**config.mk**
```make
export PLATFORM = sky130hd
export DESIGN_NAME = core_dump_ctrl
export DESIGN_NICKNAME = d
export VERILOG_FILES = /design/src/rtl/core_dump_ctrl.sv
export SDC_FILE = /design/constraint.sdc
export NUM_CORES = 1
export LEC_CHECK = 0
export BUFFER_PORTS_ARGS = -buffer_cell sky130_fd_sc_hd__buf_2
export CAP_MARGIN = 20
export CELL_PAD_IN_SITES_DETAIL_PLACEMENT = 0
export CELL_PAD_IN_SITES_GLOBAL_PLACEMENT = 1
export CORE_ASPECT_RATIO = 1.1
export CORE_MARGIN = 2
export CORE_UTILIZATION = 43
export DETAILED_ROUTE_END_ITERATION = 8
export PLACE_DENSITY = 0.86
export REMOVE_ABC_BUFFERS = 1
export SETUP_SLACK_MARGIN = 0.1
export SLEW_MARGIN = 15
export SYNTH_ARGS = -nofsm -noshare
export SYNTH_HDL_FRONTEND = slang
export SYNTH_SLANG_ARGS = --single-unit
export TNS_END_PERCENT = 5
```
**constraint.sdc**
```tcl
create_clock -name clk -period 3.3 [get_ports clk]
set_input_delay 0.33 -clock clk [delete_from_list [all_inputs] [get_ports clk]]
set_output_delay 0.33 -clock clk [all_outputs]
set_load 0.05 [all_outputs]
```
**src/rtl/core_dump_ctrl.sv**
```systemverilog
// End-of-program dump controller.
// Detects a halted core from the fetch-stage instruction: one instruction held
// too long, or a run of repeated NOPs. It then reads data memory from
// START_ADDR to END_ADDR through the debug port and streams each word as
// four bytes, low byte first, on a valid/ready byte stream. It also keeps a
// running 32-bit sum of every word dumped.
module core_dump_ctrl #(
    parameter int unsigned ADDR_W      = 14,
    parameter int unsigned START_ADDR  = 0,
    parameter int unsigned END_ADDR    = 35,
    parameter int unsigned READ_LAT    = 1,
    parameter int unsigned STALL_LIMIT = 49,
    parameter int unsigned NOP_LIMIT   = 16
) (
    input  logic              clk,
    input  logic              nrst,
    input  logic [31:0]       inst_in,
    input  logic              start,
    output logic [ADDR_W-1:0] con_addr,
    input  logic [31:0]       con_out,
    output logic [7:0]        tx_data,
    output logic              tx_valid,
    input  logic              tx_ready,
    output logic              halted,
    output logic              busy,
    output logic              done,
    output logic [31:0]       checksum
);

    // The counters only need to reach their limit, because they saturate there.
    localparam int unsigned SAME_W = (STALL_LIMIT < 1) ? 1 : $clog2(STALL_LIMIT + 1);
    localparam int unsigned NOP_W  = (NOP_LIMIT < 1) ? 1 : $clog2(NOP_LIMIT + 1);
    localparam int unsigned WAIT_W = 2;

    typedef enum logic [2:0] {
        S_IDLE,
        S_ADDR,
        S_WAIT,
        S_LOAD,
        S_SEND,
        S_DONE
    } state_t;

    state_t            state;
    logic [31:0]       last_inst;
    logic [SAME_W-1:0] same_cnt;
    logic [NOP_W-1:0]  nop_cnt;
    logic [WAIT_W-1:0] wait_cnt;
    logic [1:0]        byte_idx;
    logic [23:0]       word_hi;
    logic              is_nop;
    logic              halt_hit;

    // Halt signature: the 32-bit addi-x0 NOP, or the compressed c.nop in the low half
    assign is_nop = (inst_in[15:0] == 16'h0001) || (inst_in == 32'h0000_0013);

    // A limit reached while idle and not yet halted starts the dump on this edge
    assign halt_hit = (state == S_IDLE) && !halted &&
                      ((same_cnt == SAME_W'(STALL_LIMIT)) || (nop_cnt == NOP_W'(NOP_LIMIT)));

    // Halt detector: count repeated instructions and set the sticky halt flag
    always_ff @(posedge clk) begin
        if (!nrst) begin
            last_inst <= 32'd0;
            same_cnt  <= '0;
            nop_cnt   <= '0;
            halted    <= 1'b0;
        end else if ((state == S_IDLE) && !halted) begin
            if (halt_hit) begin
                halted <= 1'b1;
            end
            if (inst_in == last_inst) begin
                if (same_cnt != SAME_W'(STALL_LIMIT)) begin
                    same_cnt <= same_cnt + SAME_W'(1);
                end
                if (is_nop && (nop_cnt != NOP_W'(NOP_LIMIT))) begin
                    nop_cnt <= nop_cnt + NOP_W'(1);
                end
            end else begin
                last_inst <= inst_in;
                same_cnt  <= '0;
                nop_cnt   <= '0;
            end
        end
    end

    // Dump sequencer: address, wait out the read latency, capture, then send 4 bytes
    always_ff @(posedge clk) begin
        if (!nrst) begin
            state    <= S_IDLE;
            con_addr <= ADDR_W'(START_ADDR);
            wait_cnt <= '0;
            byte_idx <= 2'd0;
            word_hi  <= 24'd0;
            tx_data  <= 8'd0;
            tx_valid <= 1'b0;
            busy     <= 1'b0;
            done     <= 1'b0;
            checksum <= 32'd0;
        end else begin
            case (state)
                S_IDLE: begin
                    if (start || halt_hit) begin
                        state    <= S_ADDR;
                        busy     <= 1'b1;
                        con_addr <= ADDR_W'(START_ADDR);
                    end
                end

                // con_addr is stable here; ADDR, the wait cycles and LOAD together span READ_LAT+1 cycles
                S_ADDR: begin
                    wait_cnt <= WAIT_W'(READ_LAT - 1);
                    state    <= (READ_LAT <= 1) ? S_LOAD : S_WAIT;
                end

                S_WAIT: begin
                    wait_cnt <= wait_cnt - WAIT_W'(1);
                    if (wait_cnt <= WAIT_W'(1)) begin
                        state <= S_LOAD;
                    end
                end

                S_LOAD: begin
                    word_hi  <= con_out[31:8];
                    checksum <= checksum + con_out;
                    byte_idx <= 2'd0;
                    tx_data  <= con_out[7:0];
                    tx_valid <= 1'b1;
                    state    <= S_SEND;
                end

                // Advance only on a handshake, so the byte holds steady under backpressure
                S_SEND: begin
                    if (tx_valid && tx_ready) begin
                        if (byte_idx == 2'd3) begin
                            tx_valid <= 1'b0;
                            if (con_addr == ADDR_W'(END_ADDR)) begin
                                state <= S_DONE;
                                busy  <= 1'b0;
                                done  <= 1'b1;
                            end else begin
                                con_addr <= con_addr + ADDR_W'(1);
                                state    <= S_ADDR;
                            end
                        end else begin
                            byte_idx <= byte_idx + 2'd1;
                            case (byte_idx)
                                2'd0:    tx_data <= word_hi[7:0];
                                2'd1:    tx_data <= word_hi[15:8];
                                default: tx_data <= word_hi[23:16];
                            endcase
                        end
                    end
                end

                S_DONE: begin
                    tx_valid <= 1'b0;
                    busy     <= 1'b0;
                    done     <= 1'b1;
                end

                default: begin
                    state <= S_IDLE;
                end
            endcase
        end
    end

endmodule

```
After elaboration in Yosys (flattened, before gate mapping)
Index checks and enable logic that the tools add are counted.
{"block": "word_totals", "ff_bits": 132, "input_bits": 68, "out_inout_bits": 58}
{"block": "op_classes", "add_sub_neg": 6, "order_cmp": 1, "n_eq_ne": 24, "muxes": 35, "bitwise": 2, "n_reduce_logical": 26}
{"op": "2-to-1 mux 14 bit", "n": 4}
{"op": "adder 32 bit", "n": 1}
{"op": "equality test 32 bit", "n": 1}
{"op": "equality test 32 x 5 -> 1 bit, second input constant", "n": 1}
{"op": "case mux 8 bit (2 select lines)", "n": 2}
{"op": "case mux 14 bit (2 select lines)", "n": 1}
{"op": "case mux 3 bit (6 select lines)", "n": 1}
{"op": "equality test 16 x 1 -> 1 bit, second input constant", "n": 1}
{"op": "2-to-1 mux 8 bit", "n": 2}
{"op": "2-to-1 mux 3 bit", "n": 5}
{"op": "AND reduction 5 bit", "n": 3}
{"op": "adder 14 x 1 -> 14 bit, second input constant", "n": 1}
{"op": "equality test 14 x 6 -> 1 bit, second input constant", "n": 1}
{"op": "2-to-1 mux 6 bit", "n": 2}
{"op": "!= test 2 bit, second input constant", "n": 6}
{"op": "2-to-1 mux 5 bit", "n": 2}
{"op": "2-to-1 mux 1 bit", "n": 9}
{"op": "case mux 2 bit (2 select lines)", "n": 2}
{"op": "AND reduction 2 bit", "n": 4}
{"op": "nonzero test 2 bit", "n": 4}
{"op": "adder 6 x 1 -> 6 bit, second input constant", "n": 1}
{"op": "equality test 3 x 2 -> 1 bit, second input constant", "n": 2}
{"op": "equality test 3 bit, second input constant", "n": 2}
{"op": "equality test 6 bit, second input constant", "n": 1}
{"op": "23 further kinds", "n": 35}

Logic depth before layout (Yosys ltp)
Gate-level depths: netlist of run 1.
{"block": "logic_depth", "depth_word": 6, "ltp_mapped": 11, "mapped_depth_nobuf": 11}

Least setup slack after synthesis of run 1
Ideal clock, no wire load.
{"block": "synth_path", "kind": "register to register", "from": "reg checksum[0]", "to": "reg checksum[28]", "setup_ps": 129, "arrival_ps": 2633, "required_time_ps": 3171, "slack_ps": 538, "stages_incl_launch_ff": 12, "path_buffers": 0, "cell_sequence": "dfxtp_1 -> ha_1 -> inv_1 -> fa_1 -> nor2b_4 -> o2111a_1 -> o311a_1 -> o211ai_2 -> a211o_2 -> a21oi_1 -> or2_0 -> o211ai_1"}
{"block": "synth_via", "elab_chain_cells": 1}
{"item": "from (decl)", "line": "27", "text": "output logic [31:0] checksum"}
{"item": "from (signal assigned)", "line": "125", "text": "checksum <= checksum + con_out;"}
{"item": "adder 32 bit", "line": "125"}
No other way between the ends.
A chain may end at the register's enable or synchronous reset.

Final worst setup path of run 1
Ends and elaborated chain as after synthesis.

==> reports/qor.yml, run 1 <==
critical_path:
  worstSetupEndpointType: "register"
  worstPathRequired_ps: 3600
  crit_arrival_ps: 2890
  critPathKind: "register to register"
  r2r_slack_ps: 710
  cp-start-kind: "register"
  critical_path.max_fanout: 5
power:
  pwr_density_cell_nw_per_um2: 611
  clockPowerShare: 0.386
  combPwrFrac: 0.275
  seq_power_share: 0.339
  worst_ir_drop_vdd_uv: 347
  p_sw_frac: 0.322
  p_switching_mw: 1.83
  internal-power_mw: 3.84
  p_leak_nw: 4.08
global_routing:
  grt_max_degree: 45
  grt_use_total: 0.207
  grt_pass1_wl_um: 32500
  grt_pass1_vias: 6646
  grt-ovfl-total: 0
  antenna_found_initial: 0
route:
  wl_per_cell_um: 15.5
  ant_nets: 0
  vias_per_cell: 5.36
  via_count: 6853
  drc: 0
  first_iter_violations: 330
  dr.pass1.iters: 4
  routed_wl_um: 19800
timing:
  fmax_ghz: 0.386
  fin_skew_ps: 9.48
  relSlewSlack: 0.607
  slew_violations: 0
  finalWorstSetupSlack_ps: 707
  finalHoldViolCount: 0
  tightest_slew_ps: 588
  rsz0062_at_grt: "false"
  holdWs_ps: 194
  setup_violations: 0
  min_period_ps: 2590
  post-route-period-util: 0.786
cts:
  cts_buffers: 17
  htree_levels: 4
  clock-sinks: 132
  cts-root-buf: "clkbuf_16"
  cts_tree: "yes"
  clk_path_buf_depth: 2
  holdBufCountCts: 0
  cts_setup_buffers: 0
  clock_latency_ps: 420
  cts_resized: 0
  clk_pin_slew_ps: 60
logic_synthesis:
  synth_flop_cell: "dfxtp_1"
  syn_inst: 921
  syn_area_per_cell_um2: 8.44
  synthArstFlopShare: 0
  synth-edff-count: 0
  yosys.area_share.simple: 0.236
  synth_area_um2: 7770
  synthMuxAreaShare: 0.0412
  yosys.area_share.xor_xnor: 0.0868
  synth_compound_area_frac: 0.193
  synth-seq-cells: 132
  synth_top_family_by_area: "simple AND/OR/NAND/NOR gates"
  synth_fa_ha_area_frac: 0.0670
  ys_seq_area_frac: 0.340
  ys_warn_count: 0
  ys_types: 73
layout:
  drive_above_1_share: 0.183
  seq_area_um2: 2640
  multi_input_area_um2: 4870
  final_util: 0.523
  final_common_cell: "dfxtp_1"
  layout_common_cells: "dfxtp_1 (132), buf_2 (125), nand2_1 (117)"
  final_area_um2: 9290
  fillers: 1763
  antenna_cells: 0
  fin_nets: 1137
  synthToLayoutAreaGrowth_pct: 19.5
floorplan:
  coreArea_um2: 17700
  start_util: 0.438
  num_rows: 51
  die_area_um2: 19200
  die_h_um: 145
  io-pin-count: 126
  die_x_um: 132
placement:
  detailedPlacementHpwl_um: 14700
  gp_congestion: 0.860
  portBuffers: 125
  place_area_um2: 8590
  place_ws_ps: 597
run:
  drv_cap: 0
outcome:
  status: "completed"
min_path:
  hp-class: "input port to register"
==> per-layer routing <==
| layer | GRT usage | vias to the layer above | part of all wire |
|---|---|---|---|
| met1 | 0.265 | 3198 | 0.46 |
| met4 | 0.0742 | 0 | 0.019 |
| met5 | 0 | - | 0 |
| met3 | 0.0346 | 29 | 0.042 |
| li1 | - | 3466 | - |
| met2 | 0.352 | 160 | 0.48 |
==> flip-flops by register name, indices dropped and copies added (netlist names), 2 cells and up <==
signal	cells
con_addr	14
same_cnt	6
wait_cnt	2
checksum	32
state	3
byte_idx	2
tx_data	8
word_hi	24
last_inst	32
nop_cnt	5
==> through the flow <==
step           std cells  power [mW]  TNS [ps]
2_1_floorplan        873        3.12    -64120
3_3_place_gp        1247        3.49         0
3_5_place_dp        1247        3.51         0
4_1_cts             1279        5.72         0
5_1_grt             1279        5.97         0
6_report            1279        5.67         0
==> power groups by stage <==
stage,Sequential [mW],Combinational (mW),Clock (mW)
after floorplan,2.12,1.00,0
after global placement,1.94,1.54,0
after detailed placement,1.95,1.56,0
after CTS,1.92,1.57,2.23
after global routing,1.94,1.72,2.30
final,1.92,1.56,2.19
==> worst max-delay path: stages, from the launching register on <==
cell and delay (ps):
dfxtp_1 340, ha_1 210, inv_1 70, fa_1 430, nor2b_4 140, o2111a_1 230
o311a_1 210, o211ai_2 100, a211o_2 380, a21oi_1 170, or2_0 130, o211ai_1 70
==> final cells by class <==
class | instances | area share
multi-input cells | 723 | 0.524
clock buffers | 20 | 0.0503
clock inverters | 12 | 0.0243
flip-flops and latches | 132 | 0.285
well taps | 238 | 0.0321
repair buffers | 136 | 0.0776
inverters | 18 | 0.00728
==> cell usage after synthesis, drive strengths merged, types with 18 or more instances <==
library cell / n / area (µm²)
a21boi: 33 / 248
o21ai: 44 / 224
xor2: 60 / 526
and2: 22 / 138
nand2: 119 / 449
clkbuf: 33 / 125
nor2: 57 / 221
nand3: 19 / 95.1
dfxtp: 132 / 2640
a21o: 19 / 143
nor2b: 55 / 354
ha: 40 / 500
mux2i: 32 / 320
a21oi: 46 / 230
inv: 18 / 67.6
==> kinds of logic (layout without fill, tap and decap cells) <==
family          Yosys count  after routing
buf+inv                  66            186
xor+xnor                 77             77
flops                   132            132
compound gates          217            217
fa+ha+maj                41             41
mux                      32             32
simple gates            356            356
==> worst paths after layout <==
| check | from | cells past startpoint | to |
|---|---|---|---|
| setup reg to reg | checksum[0]$_SDFFE_PN0N_ | 11 | checksum[28]$_SDFFE_PN0N_ |
| setup / recovery | checksum[0]$_SDFFE_PN0N_ | 11 | checksum[28]$_SDFFE_PN0N_ |
| hold reg to reg | word_hi[22]$_SDFFE_PN0N_ | 2 | word_hi[22]$_SDFFE_PN0N_ |
| hold / removal | con_out[29] | 3 | word_hi[21]$_SDFFE_PN0N_ |
Note: power is estimated with default switching activity, not from simulation.
==> inputs of run 2 (changes only) <==
==> constraint.sdc (replaced) <==
create_clock -name clk -period 2.4 [get_ports clk]
set_input_delay 0.24 -clock clk [delete_from_list [all_inputs] [get_ports clk]]
set_output_delay 0.24 -clock clk [all_outputs]
set_load 0.05 [all_outputs]
==> run 2 against run 1 <==
Sequential share of layout area shrank 1.0 points. Clock skew shrank 1.4 ps. Highest routed layer unchanged. Setup slack lost 700 ps. Clock power grew 22%. Critical path type unchanged.
==> reports/qor.yml, run 2 (synthesis results as in run 1) <==
power:
  seq_power_share: 0.344  # +0.005
  p_sw_frac: 0.331  # +0.00860
  worst_ir_drop_vdd_uv: 580  # +67%
  internal-power_mw: 5.10  # +33%
  combPwrFrac: 0.306  # +0.031
  pwr_density_cell_nw_per_um2: 790  # +29%
  p_switching_mw: 2.52  # +38%
  total_power_mw: 7.61  # +34%
  p_leak_nw: 4.29  # +5.1%
  clockPowerShare: 0.350  # -0.036
layout:
  reg.largest.list: "checksum (32), last_inst (32), word_hi (24)"
  antenna_cells: 0  # unchanged
  fin_nets: 1183  # +4.0%
  synthToLayoutAreaGrowth_pct: 24.0
  layout_common_cells: "dfxtp_1 (131), buf_2 (125), nand2_1 (117)"
  drive_above_1_share: 0.225  # +0.0429
  final_common_cell: "dfxtp_1"
floorplan:
  die_area_um2: 19200  # unchanged
  start_util: 0.438  # unchanged
  io-pin-count: 126  # unchanged
  num_rows: 51  # unchanged
  die_h_um: 145  # unchanged
  die_x_um: 132  # unchanged
  coreArea_um2: 17700  # unchanged
cts:
  clock_latency_ps: 420  # about the same
  holdBufCountCts: 0  # unchanged
  clock-sinks: 132  # unchanged
  htree_levels: 4  # unchanged
  cts-root-buf: "clkbuf_16"
  cts_buffers: 17  # unchanged
  cts_tree: "yes"
  clk_pin_slew_ps: 60  # about the same
  clk_path_buf_depth: 2  # unchanged
critical_path:
  crit_arrival_ps: 2690  # -200 ps
  critPathKind: "register to register"
  crit_family: "compound AO/OA/AOI/OAI gates"
  reg2reg_depth: 11  # unchanged
  worstSetupEndpointType: "register"
  rr_startpoint: "checksum[0]$_SDFFE_PN0N_"
  worstPathRequired_ps: 2700  # -900 ps
  crit_slowest_cell: "a211o_4"
  crit_cells: 11  # unchanged
  cp_cell_sequence: "ha_4 > inv_2 > fa_2 > nor2b_4 > o2111a_1 > o311a_1 > o211ai_2 > a211o_4 > a21oi_2 > or2_0 > o211ai_1"
  r2r_slack_ps: 8  # -700 ps
  critPathMaxStageDelay_ps: 390  # -40 ps
  cp_num_buf_inv: 1  # unchanged
  worstReg2RegEnd: "checksum[30]$_SDFFE_PN0N_"
  critical_path.max_fanout: 5  # unchanged
  cp-start-kind: "register"
route:
  routed_wl_um: 19900  # +0.14%
  first_iter_violations: 369  # +12%
  drc: 0  # unchanged
  ant_nets: 0  # unchanged
  dr.pass1.iters: 4  # unchanged
  vias_per_cell: 5.24  # -2.2%
  via_count: 6945  # +1.3%
  wl_per_cell_um: 15.0  # -3.3%
min_path:
  min-delay-start: "con_out[30]"
  min_path_cells: 3  # unchanged
  worstHoldEndpoint: "word_hi[22]$_SDFFE_PN0N_"
  hp-class: "input port to register"
global_routing:
  grt_pass1_vias: 6760  # +1.7%
  grt-ovfl-total: 0  # unchanged
  grt_use_total: 0.211  # +0.00326
  grt_max_degree: 47  # +4.4%
  grt_pass1_wl_um: 33000  # +1.7%
  antenna_found_initial: 0  # unchanged
timing:
  finalHoldViolCount: 0  # unchanged
  post-route-period-util: 0.997  # +0.211
  tightest_slew_ps: 609  # +20.6 ps
  min_period_ps: 2390  # -201 ps
  rsz0062_at_grt: "true"
  fin_skew_ps: 8.10  # -1.38 ps
  fmax_ghz: 0.418  # +8.4%
  slew_violations: 0  # unchanged
  setup_violations: 0  # unchanged
  relSlewSlack: 0.593  # -0.0138
  finalWorstSetupSlack_ps: 7.88  # -699 ps
placement:
  gp_congestion: 0.892  # +3.8%
  place_ws_ps: -181  # -778 ps
  detailedPlacementHpwl_um: 15100  # +2.5%
  portBuffers: 125  # unchanged
outcome:
  status: "completed"
run:
  drv_cap: 0  # unchanged
[run 2: changes by cell type in the layout (fill, tap and decap cells not counted), moves of 3 or more]
cell       delta
buf_4        +44
a21oi_1       -5
clkinv_2      +3
clkbuf_1      +3
a21oi_2       +5
bufinv_16     -3
[run 2: worst max-delay path by stage]
stage | start | to | slack, ps
6_report | checksum[0]$_SDFFE_PN0N_ | checksum[30]$_SDFFE_PN0N_ | 8
5_1_grt | checksum[0]$_SDFFE_PN0N_ | checksum[24]$_SDFFE_PN0N_ | -170
4_1_cts | checksum[0]$_SDFFE_PN0N_ | checksum[24]$_SDFFE_PN0N_ | -30
3_5_place_dp | con_out[0] | checksum[26]$_SDFFE_PN0N_ | -180
3_3_place_gp | con_out[0] | checksum[26]$_SDFFE_PN0N_ | -130
2_1_floorplan | last_inst[13]$_SDFFE_PN0P_ | nop_cnt[0]$_SDFFE_PN0P_ | -2810
[run 2: repair_timing]
item,CTS,global route
pin swaps,16,5
endpoints found under the hold margin,0,0
resized for setup,14,4
endpoints found under the setup margin,17,38
buffers inserted,1,0
[run 2: final cells by class]
type | count | area (µm²)
Fill cell | 1745 | 8100
Timing Repair Buffer | 182 | 1090
Tap cell | 238 | 298
Clock buffer | 23 | 478
Inverter | 18 | 67.6
Clock inverter | 9 | 126
Multi-Input combinational cell | 723 | 4930
Sequential cell | 132 | 2640
[run 2: stage by stage]
stage | util | std cells | hold WS [ps] | instance area [µm²] | TNS (ps)
after floorplan | - | 873 | 358 | 7560 | -107020
after global placement | 0.505 | 1292 | 451 | 8960 | -902
after detailed placement | 0.505 | 1292 | 456 | 8960 | -1060
after CTS | 0.542 | 1325 | 78.9 | 9620 | -126
after global routing | 0.543 | 1325 | 80.1 | 9640 | -1370
final | 0.543 | 1325 | 91.5 | 9640 | 0
[run 2: worst min-delay path: cells and delay by family]
family          cells  cell delay (ps)
compound gates      1               60
buf+inv             1              110
simple gates        1               50
[run 2: layer usage]
metal,GRT usage,share of wire
met5,0,0
met3,0.0419,0.044
met4,0.0742,0.023
met2,0.348,0.48
met1,0.273,0.45
[run 2: power by group through the flow]
| stage | clock, mW | combinational [mW] | sequential (mW) |
|---|---|---|---|
| after floorplan | 0 | 1.37 | 2.91 |
| after global placement | 0 | 2.28 | 2.65 |
| after global routing | 2.81 | 2.56 | 2.65 |
| after detailed placement | 0 | 2.30 | 2.66 |
| final | 2.67 | 2.33 | 2.62 |
| after CTS | 2.73 | 2.33 | 2.62 |
==> inputs of run 3 (changes only) <==
--- a/config.mk
+++ b/config.mk
@@ -5,13 +5,13 @@
 export SDC_FILE = /design/constraint.sdc
 export NUM_CORES = 1
 export LEC_CHECK = 0
+export ABC_AREA = 1
 export BUFFER_PORTS_ARGS = -buffer_cell sky130_fd_sc_hd__buf_2
 export CAP_MARGIN = 20
 export CELL_PAD_IN_SITES_DETAIL_PLACEMENT = 0
 export CELL_PAD_IN_SITES_GLOBAL_PLACEMENT = 1
 export CORE_ASPECT_RATIO = 1.1
-export CORE_MARGIN = 2
-export CORE_UTILIZATION = 43
+export CORE_UTILIZATION = 40
 export DETAILED_ROUTE_END_ITERATION = 8
 export PLACE_DENSITY = 0.86
 export REMOVE_ABC_BUFFERS = 1
==> run 3 against run 2 <==
Setup slack better by 340 ps. Count of clock-buffer cells in the layout down 2. Final cell count up 44%. Sequential share of layout area down 2.1 points. Via count up 31%. Area after synthesis up 15%. Global-route usage up 1.5 points. Wire length up 26%. Core utilization down 6.0 points. Highest routed layer unchanged. Clock power down 5%. Critical path type unchanged.
==> reports/qor.yml, run 3 <==
logic_synthesis:
  syn_area_per_cell_um2: 6.02  # -29%
  synth_commonest_cells: "nand2_1 (378), nor2_1 (267), inv_1 (221), dfxtp_1 (132), o21ai_0 (112)"
  yosys.area.top_type_share: 0.296  # -0.0441
  ys_seq_area_frac: 0.296  # -0.0441
  syn_inst: 1483  # +61%
  synth_top_cell_by_area: "dfxtp_1"
  yosysMostFrequentCell: "nand2_1"
  synth_flop_cell: "dfxtp_1"
  ys_types: 43  # -41%
  synth-edff-count: 0  # unchanged
  synth-seq-cells: 132  # unchanged
  ys_top_cells_by_area: "dfxtp_1 (30%), nand2_1 (16%), nor2_1 (11%)"
  ys_warn_count: 0  # unchanged
  synthArstFlopShare: 0  # unchanged
  synth_area_um2: 8930  # +15%
floorplan:
  die_h_um: 159  # +9.5%
  die_area_um2: 22900  # +20%
  io-pin-count: 126  # unchanged
  coreArea_um2: 21600  # +22%
  num_rows: 56  # +9.8%
  die_x_um: 144  # +9.3%
  start_util: 0.414  # -0.0242
layout:
  layout_common_cells: "nand2_1 (377), nor2_1 (267), inv_1 (221)"
  reg.largest.list: "checksum (32), last_inst (32), word_hi (24)"
  final_common_cell: "nand2_1"
  fin_nets: 1711  # +45%
  fillers: 2394  # +37%
  multi_input_area_um2: 5260  # +6.6%
  seq_area_um2: 2640  # about the same
  final_area_um2: 10400  # +8.3%
  final_cells: 1904  # +44%
  drive_above_1_share: 0.118  # -0.107
  synthToLayoutAreaGrowth_pct: 16.8
  antenna_cells: 0  # unchanged
  final_util: 0.483  # -0.0597
global_routing:
  grt-ovfl-total: 0  # unchanged
  grtUsageMet3: 0.0329  # -0.00906
  busiest_layer: "met2"
  antenna_found_initial: 0  # unchanged
  grt_pass1_vias: 8702  # +29%
  grt_use_total: 0.226  # +0.0150
  grt_max_degree: 59  # +26%
  met1_usage: 0.268  # -0.00464
  grt_util_met2: 0.403  # +0.0548
  grt_pass1_wl_um: 41200  # +25%
critical_path:
  critPathKind: "register to register"
  critPathMaxStageDelay_ps: 400  # about the same
  critical_path.max_fanout: 4  # -1
  crit_family: "simple AND/OR/NAND/NOR gates"
  cp_cell_sequence: "ha_1 > inv_1 > fa_1 > inv_1 > nand3_1 > nand3_2 > nand2_1 > nand2_1 > nand2_1 > nand2_2 > nand2_1 > nand3_1 > nand3_1 > nand2_1 > inv_1"
  cp-start-kind: "register"
  cpMostUsedCell: "nand2_1"
  cp_num_buf_inv: 3  # +2
  crit_arrival_ps: 2360  # -330 ps
  crit_slowest_cell: "fa_1"
  r2r_slack_ps: 340  # +340 ps
  worstPathRequired_ps: 2710  # about the same
  worstSetupEndpointType: "register"
timing:
  tightest_slew_ps: 635  # +26.1 ps
  slew_violations: 0  # unchanged
  rsz0062_at_grt: "false"
  holdWs_ps: 107  # +15.6 ps
  relSlewSlack: 0.577  # -0.0164
  post-route-period-util: 0.857  # -0.140
  fin_skew_ps: 8.05  # -0.0418 ps
  min_period_ps: 2060  # -336 ps
  setup_tns_ps: 0  # unchanged
  finalHoldViolCount: 0  # unchanged
  setup_violations: 0  # unchanged
  finalWorstSetupSlack_ps: 344  # +336 ps
  fmax_ghz: 0.486  # +16%
route:
  ant_nets: 0  # unchanged
  first_iter_violations: 351  # -4.9%
  wl_per_cell_um: 13.1  # -12%
  via_count: 9131  # +31%
  vias_per_cell: 4.80  # -8.5%
  routed_wl_um: 25000  # +26%
  drc: 0  # unchanged
  dr.pass1.iters: 4  # unchanged
placement:
  detailedPlacementHpwl_um: 19300  # +28%
  place_area_um2: 9860  # +10%
  place_ws_ps: 250  # +431 ps
  placed_cells: 1873  # +45%
  portBuffers: 125  # unchanged
  gp_congestion: 0.929  # +4.1%
cts:
  holdBufCountCts: 0  # unchanged
  cts_tree: "yes"
  cts-root-buf: "clkbuf_16"
  clk_pin_slew_ps: 60  # about the same
  clock-sinks: 132  # unchanged
  clk_path_buf_depth: 2  # unchanged
  cts_buffers: 17  # unchanged
  htree_levels: 4  # unchanged
  clock_latency_ps: 410  # about the same
min_path:
  hp-class: "input port to register"
power:
  p_leak_nw: 5.41  # +26%
  total_power_mw: 6.94  # -8.9%
  worst_ir_drop_vdd_uv: 484  # -17%
  pwr_density_cell_nw_per_um2: 665  # -16%
run:
  drv_cap: 0  # unchanged
outcome:
  status: "completed"
==> run 3: what timing repair did <==
item,4_1_cts,5_1_grt
buffers inserted,0,0
endpoints found under the setup margin,0,2
resized for setup,0,2
==> run 3: worst reg2reg max path: cells and delay by family, from the launching register on <==
kind,cells,cell delay [ps]
buffers and inverters,3,210
and+or+nand+nor,10,830
DFF,1,340
adders and majority gates,2,570
==> run 3: cell type report <==
type	count	area share
clock buffer	21	0.0441
clock inverter	10	0.0103
inverter	231	0.0832
multi-input combinational	1082	0.504
sequential	132	0.253
tap	290	0.0348
timing repair buffer	138	0.0705
==> run 3: kinds of logic (layout without fill, tap and decap cells) <==
logic type               Yosys count  in the layout  share of synthesized area
buffers and inverters            269            400                      0.117
adder cells (fa/ha/maj)           41             41                     0.0583
flip-flops                       132            132                      0.296
AND/OR/NAND/NOR                  772            772                      0.352
XOR/XNOR                          48             48                     0.0471
AO/OA/AOI/OAI                    221            221                      0.129
==> run 3: final timing paths <==
| kind | endpoint | cells after the start | from |
|---|---|---|---|
| worst max-delay path | checksum[30]$_SDFFE_PN0N_ | 15 | checksum[0]$_SDFFE_PN0N_ |
| worst min register to register | word_hi[16]$_SDFFE_PN0N_ | 2 | word_hi[16]$_SDFFE_PN0N_ |
| worst min-delay path | tx_data[0]$_SDFFE_PN0P_ | 3 | con_out[0] |
| worst max register to register | checksum[30]$_SDFFE_PN0N_ | 15 | checksum[0]$_SDFFE_PN0N_ |
==> run 3: layer usage <==
metal	wire, µm	share of wire
met1	11100	0.44
met2	12400	0.49
met3	891	0.036
met4	630	0.025
met5	0	0
==> run 3: power breakdown <==
| group | internal (mW) | switching (mW) | total, mW |
|---|---|---|---|
| sequential | 2.39 | 0.145 | 2.54 |
| clock | 1.57 | 0.976 | 2.54 |
| combinational | 0.587 | 1.27 | 1.85 |
| total | 4.55 | 2.39 | 6.94 |
